File: src/rtl/qdrc_phy_sequencer_pkg.sv
// Shared definitions for the QDR PHY calibration sequencer: state encoding,
// state width and the default DLL settle time.
package qdrc_phy_sequencer_pkg;

  localparam int unsigned PHY_STATE_W             = 3;
  localparam int unsigned DLL_WAIT_CYCLES_DEFAULT = 2048;

  typedef enum logic [PHY_STATE_W-1:0] {
    ST_IDLE        = 3'd0,
    ST_DLL_WAIT    = 3'd1,
    ST_BIT_START   = 3'd2,
    ST_BIT_WAIT    = 3'd3,
    ST_BURST_START = 3'd4,
    ST_BURST_WAIT  = 3'd5,
    ST_READY       = 3'd6,
    ST_FAIL        = 3'd7
  } phy_state_e;

endpackage

File: src/rtl/qdrc_phy_timer.sv
// Loadable down-counter shared by the DLL settle wait and the per-stage timeouts.
// Holds at zero once reached; load takes priority over decrement.
module qdrc_phy_timer #(
  parameter int unsigned CNT_WIDTH = 17
) (
  input  logic                 clk,
  input  logic                 reset,
  input  logic                 load,
  input  logic [CNT_WIDTH-1:0] load_value,
  input  logic                 en,
  output logic                 zero
);

  logic [CNT_WIDTH-1:0] count;

  always_ff @(posedge clk) begin
    if (reset) begin
      count <= '0;
    end else if (load) begin
      count <= load_value;
    end else if (en && (count != '0)) begin
      count <= count - CNT_WIDTH'(1);
    end
  end

  assign zero = (count == '0);

endmodule

File: src/rtl/qdrc_phy_sequencer.sv
// QDR PHY calibration sequencer: DLL release, bit alignment, burst alignment,
// then a terminal READY or FAIL. All outputs are registered.
module qdrc_phy_sequencer
  import qdrc_phy_sequencer_pkg::*;
#(
  parameter int unsigned DLL_WAIT_CYCLES = DLL_WAIT_CYCLES_DEFAULT,
  parameter int unsigned TIMEOUT_CYCLES  = 65536,
  parameter int unsigned CNT_WIDTH       = 17
) (
  input  logic                   clk,
  input  logic                   reset,
  input  logic                   phy_start,
  output logic                   qdr_dll_off_n,
  output logic                   bit_align_start,
  input  logic                   bit_align_done,
  input  logic                   bit_align_fail,
  output logic                   burst_align_start,
  input  logic                   burst_align_done,
  input  logic                   burst_align_fail,
  output logic                   phy_rdy,
  output logic                   cal_fail,
  output logic [PHY_STATE_W-1:0] phy_state
);

  localparam logic [CNT_WIDTH-1:0] DLL_LOAD = CNT_WIDTH'(DLL_WAIT_CYCLES - 1);
  localparam logic [CNT_WIDTH-1:0] TMO_LOAD = CNT_WIDTH'(TIMEOUT_CYCLES - 1);

  phy_state_e           state, state_nxt;
  logic                 tmr_load, tmr_en, tmr_zero;
  logic [CNT_WIDTH-1:0] tmr_value;
  logic                 dll_on_nxt, bit_start_nxt, burst_start_nxt, rdy_nxt, fail_nxt;

  qdrc_phy_timer #(
    .CNT_WIDTH (CNT_WIDTH)
  ) u_timer (
    .clk        (clk),
    .reset      (reset),
    .load       (tmr_load),
    .load_value (tmr_value),
    .en         (tmr_en),
    .zero       (tmr_zero)
  );

  always_ff @(posedge clk) begin
    if (reset) begin
      state             <= ST_IDLE;
      qdr_dll_off_n     <= 1'b0;
      bit_align_start   <= 1'b0;
      burst_align_start <= 1'b0;
      phy_rdy           <= 1'b0;
      cal_fail          <= 1'b0;
    end else begin
      state             <= state_nxt;
      qdr_dll_off_n     <= dll_on_nxt;
      bit_align_start   <= bit_start_nxt;
      burst_align_start <= burst_start_nxt;
      phy_rdy           <= rdy_nxt;
      cal_fail          <= fail_nxt;
    end
  end

  // Within each *_WAIT state the priority is fail, then done, then timeout.
  always_comb begin
    state_nxt = state;
    tmr_load  = 1'b0;
    tmr_value = '0;
    tmr_en    = 1'b0;
    case (state)
      ST_IDLE: begin
        if (phy_start) begin
          state_nxt = ST_DLL_WAIT;
          tmr_load  = 1'b1;
          tmr_value = DLL_LOAD;
        end
      end
      ST_DLL_WAIT: begin
        tmr_en = 1'b1;
        if (tmr_zero) state_nxt = ST_BIT_START;
      end
      ST_BIT_START: begin
        state_nxt = ST_BIT_WAIT;
        tmr_load  = 1'b1;
        tmr_value = TMO_LOAD;
      end
      ST_BIT_WAIT: begin
        tmr_en = 1'b1;
        if (bit_align_fail)      state_nxt = ST_FAIL;
        else if (bit_align_done) state_nxt = ST_BURST_START;
        else if (tmr_zero)       state_nxt = ST_FAIL;
      end
      ST_BURST_START: begin
        state_nxt = ST_BURST_WAIT;
        tmr_load  = 1'b1;
        tmr_value = TMO_LOAD;
      end
      ST_BURST_WAIT: begin
        tmr_en = 1'b1;
        if (burst_align_fail)      state_nxt = ST_FAIL;
        else if (burst_align_done) state_nxt = ST_READY;
        else if (tmr_zero)         state_nxt = ST_FAIL;
      end
      ST_READY: state_nxt = ST_READY;
      ST_FAIL:  state_nxt = ST_FAIL;
      default:  state_nxt = ST_FAIL;
    endcase
  end

  // Outputs decode the next state so they register in step with the state itself.
  always_comb begin
    dll_on_nxt      = (state_nxt != ST_IDLE);
    bit_start_nxt   = (state_nxt == ST_BIT_START);
    burst_start_nxt = (state_nxt == ST_BURST_START);
    rdy_nxt         = (state_nxt == ST_READY);
    fail_nxt        = (state_nxt == ST_FAIL);
  end

  assign phy_state = state;

endmodule

File: config.mk
export PLATFORM = sky130hd
export DESIGN_NAME = qdrc_phy_sequencer
export DESIGN_NICKNAME = d
export VERILOG_FILES = /design/src/rtl/qdrc_phy_sequencer_pkg.sv /design/src/rtl/qdrc_phy_timer.sv /design/src/rtl/qdrc_phy_sequencer.sv
export SDC_FILE = /design/constraint.sdc
export NUM_CORES = 1
export LEC_CHECK = 0
export ABC_AREA = 0
export CAP_MARGIN = 15
export CORE_ASPECT_RATIO = 1.1
export CORE_MARGIN = 2
export CORE_UTILIZATION = 25
export DETAILED_ROUTE_END_ITERATION = 7
export HOLD_SLACK_MARGIN = 0.02
export PLACE_DENSITY_LB_ADDON = 0.2
export SYNTH_ARGS = -nofsm -noshare
export SYNTH_HDL_FRONTEND = slang
export SYNTH_SLANG_ARGS = --single-unit
File: constraint.sdc
create_clock -name clk -period 4.4 [get_ports clk]
set_input_delay 0.88 -clock clk [delete_from_list [all_inputs] [get_ports clk]]
set_output_delay 0.88 -clock clk [all_outputs]
set_load 0.01 [all_outputs]
==> impl_metrics.tcl <==
set metrics [dict create \
    synth-async-reset-ratio_pct 0 \
    fp-row-count 28 \
    clockRootBuffer "clkbuf_8" \
    via_per_inst 4.921 \
    fmax_mhz 403.0 \
    cts_buffer_depth 2 \
    drtIter0Drc 70 \
    synth_top_family_by_area "simple AND/OR/NAND/NOR gates" \
    critical_path_class "input pin to flip-flop" \
    layout.nets 188 \
    period_share_pct 56.39 \
    max_slew_margin_pct 45.78 \
    p_total_mw 0.5331 \
    io_buffer_count 14 \
    ys_seq_area_share_pct 35.65 \
    rr_startpoint "phy_state[2]" \
    ios 15 \
    cts_tree "done" \
    hpwlAfterDp_mm 2.543 \
    die_h_um 82.60 \
    drive_above_1_share_pct 8.989 \
    ys_warn_count 0 \
    die_w_um 75.45 \
    grt_pass1_vias 1163 \
    post-synth-top-count-cell "dfxtp_1" \
    antenna_left 0 \
    setup_viol 0 \
    hp-class "flip-flop to flip-flop" \
    place.gp.congestion 0.7913 \
    syn_avg_cell_area_um2 8.508 \
    start_util_pct 26.02 \
    grt-ovfl-total 0 \
    dr.pass1.iters 4 \
    synth_cells 165 \
    core-area_mm2 0.005395 \
    synth_xor_area_share_pct 6.239 \
    synth_ff_type "dfxtp_1" \
    cp-start-kind "input pin" \
    die-area_mm2 0.006232 \
    num_vias 1245 \
    grt_util_all_layers_pct 12.03 \
    postCtsSetupBuffers 0 \
    fin_setup_tns_ps 0 \
    arrival_ps 2670 \
    drc 0 \
    hold_viol 0 \
    max-vdd-ir-drop_v 0.0001018 \
    wl_per_cell_um 13.43 \
    synthTopCellsByArea "dfxtp_1 36%, a21oi_1 7.8%, xor2_1 4.4%, nor3_1 3.9%, nor2_1 3.7%" \
    status "finished clean" \
    synth_top_area_share_pct 35.65 \
    synth_compound_gate_area_share_pct 24.96 \
    grt_pass1_wl_mm 5.595 \
    synth_edf_count 0 \
    muxShareOfSynthArea_pct 0 \
    area_delta_synth_final_pct 18.63 \
    syn_nets 174 \
    final_area_mm2 0.001665 \
    cts-resized-gates 0 \
    hold_path_startpoint "u_timer.count[14]" \
    powerDensity_mw_per_mm2 320.1 \
    grt_max_degree 21 \
    syn_area_mm2 0.001404 \
    power_leakage_nw 0.5704 \
    numCtsBuffers 3 \
    finalCriticalPeriod_ps 2481 \
    yosys.area_share.simple_pct 28.16 \
    antenna_cells 0 \
    crit_start "phy_start" \
    path_clk_slew_ps 90 \
    synth_seq_cells 25 \
    synth.distinct_cells 41 \
    routed_wl_mm 3.399 \
    grt_setup_unrepaired "no" \
    skew_ps 1.535 \
    clock-sinks 25 \
    ys_top_cells_by_count "25 x dfxtp_1, 22 x a21oi_1, 14 x nor2_1" \
    clock_latency_ps 280 \
    worst-endpoint-required_ps 4580 \
    synth-adder-area-share_pct 1.783 \
    worst_slew_pin_slew_ps 810.8 \
    yosysTopAreaCell "dfxtp_1" \
    path_max_fanout 10 \
    end_kind "flip-flop" \
    final-max-slew-violation-count 0 \
    holdWs_ps 494.9 \
    placed_cell_area_mm2 0.001619 \
    ctsHtreeMaxLevel 1 \
    ctsHoldBuffers 0 \
    antenna_found_initial 0 \
    drv_cap 0 \
]
==> registers in the layout, summed over array words and instances (netlist names) <==
| register | flops |
|---|---|
| qdr_dll_off_n | 1 |
| cal_fail | 1 |
| bit_align_start | 1 |
| burst_align_start | 1 |
| phy_state | 3 |
| phy_rdy | 1 |
| u_timer.count | 17 |
==> final cells by class <==
class                      instances  area, µm²
fill                             607       3730
multi-input combinational        128      858.3
sequential                        25      500.5
timing repair buffer              14      140.1
tap                               75      93.84
clock buffer                       3      41.29
inverter                           7      26.28
clock inverter                     1      5.005
==> where the power goes <==
group	switching, mW	internal [mW]
logic	0.0715	0.0521
registers	0.0261	0.242
clock network	0.0779	0.0636
total	0.176	0.358
==> cell usage in the layout, fill, tap and decap left out, drive strengths merged, types with 3 or more instances in the layout <==
| cell | n |
|---|---|
| dfxtp | 25 |
| xor2 | 7 |
| o211ai | 6 |
| xnor2 | 3 |
| a211oi | 3 |
| nand4 | 3 |
| o21ai | 5 |
| clkdlybuf4s50 | 14 |
| a311oi | 5 |
| clkbuf | 3 |
| nor2 | 15 |
| nand2 | 9 |
| inv | 7 |
| nor3 | 13 |
| a21oi | 22 |
| nand3 | 4 |
==> worst paths after layout <==
path	endpoint	slack [ps]	cells past startpoint
worst min-delay path	u_timer.count[14]	490	1
worst min register to register	u_timer.count[14]	490	1
worst max register to register	u_timer.count[15]	2320	5
worst max-delay path	u_timer.count[15]	1920	6
==> cells by family (layout without fill, tap and decap cells) <==
group                    after synthesis  after routing
adder cells (fa/ha/maj)                2              2
flip-flops                            25             25
XOR/XNOR                              10             10
AO/OA/AOI/OAI                         54             54
AND/OR/NAND/NOR                       62             62
buffers and inverters                 12             25
==> critical path, cell delays in order <==
cell,delay (ps)
clkdlybuf4s50_1,510
or3_1,150
nand2_1,220
a31oi_1,490
a21oi_1,130
a311oi_1,280
==> per-stage QoR <==
step | setup slack [ps] | util (%) | instances
after detailed placement | 1595 | 30.01 | 249
after floorplan | 2448 | - | 165
after global routing | 1731 | 30.87 | 253
after CTS | 1870 | 30.87 | 253
final | 1919 | 30.87 | 253
after global placement | 1700 | 30.01 | 249
==> routing by layer <==
metal | wire length [µm] | track usage [%] | share of wire (%) | vias to the layer above
li1 | - | - | - | 642
met1 | 1669 | 15.84 | 49 | 580
met2 | 1575 | 18.78 | 46 | 18
met3 | 83 | 2.184 | 2.4 | 5
met4 | 70 | 5.789 | 2.1 | 0
met5 | 0 | 0 | 0 | -
(Power assumes the default switching activity.)
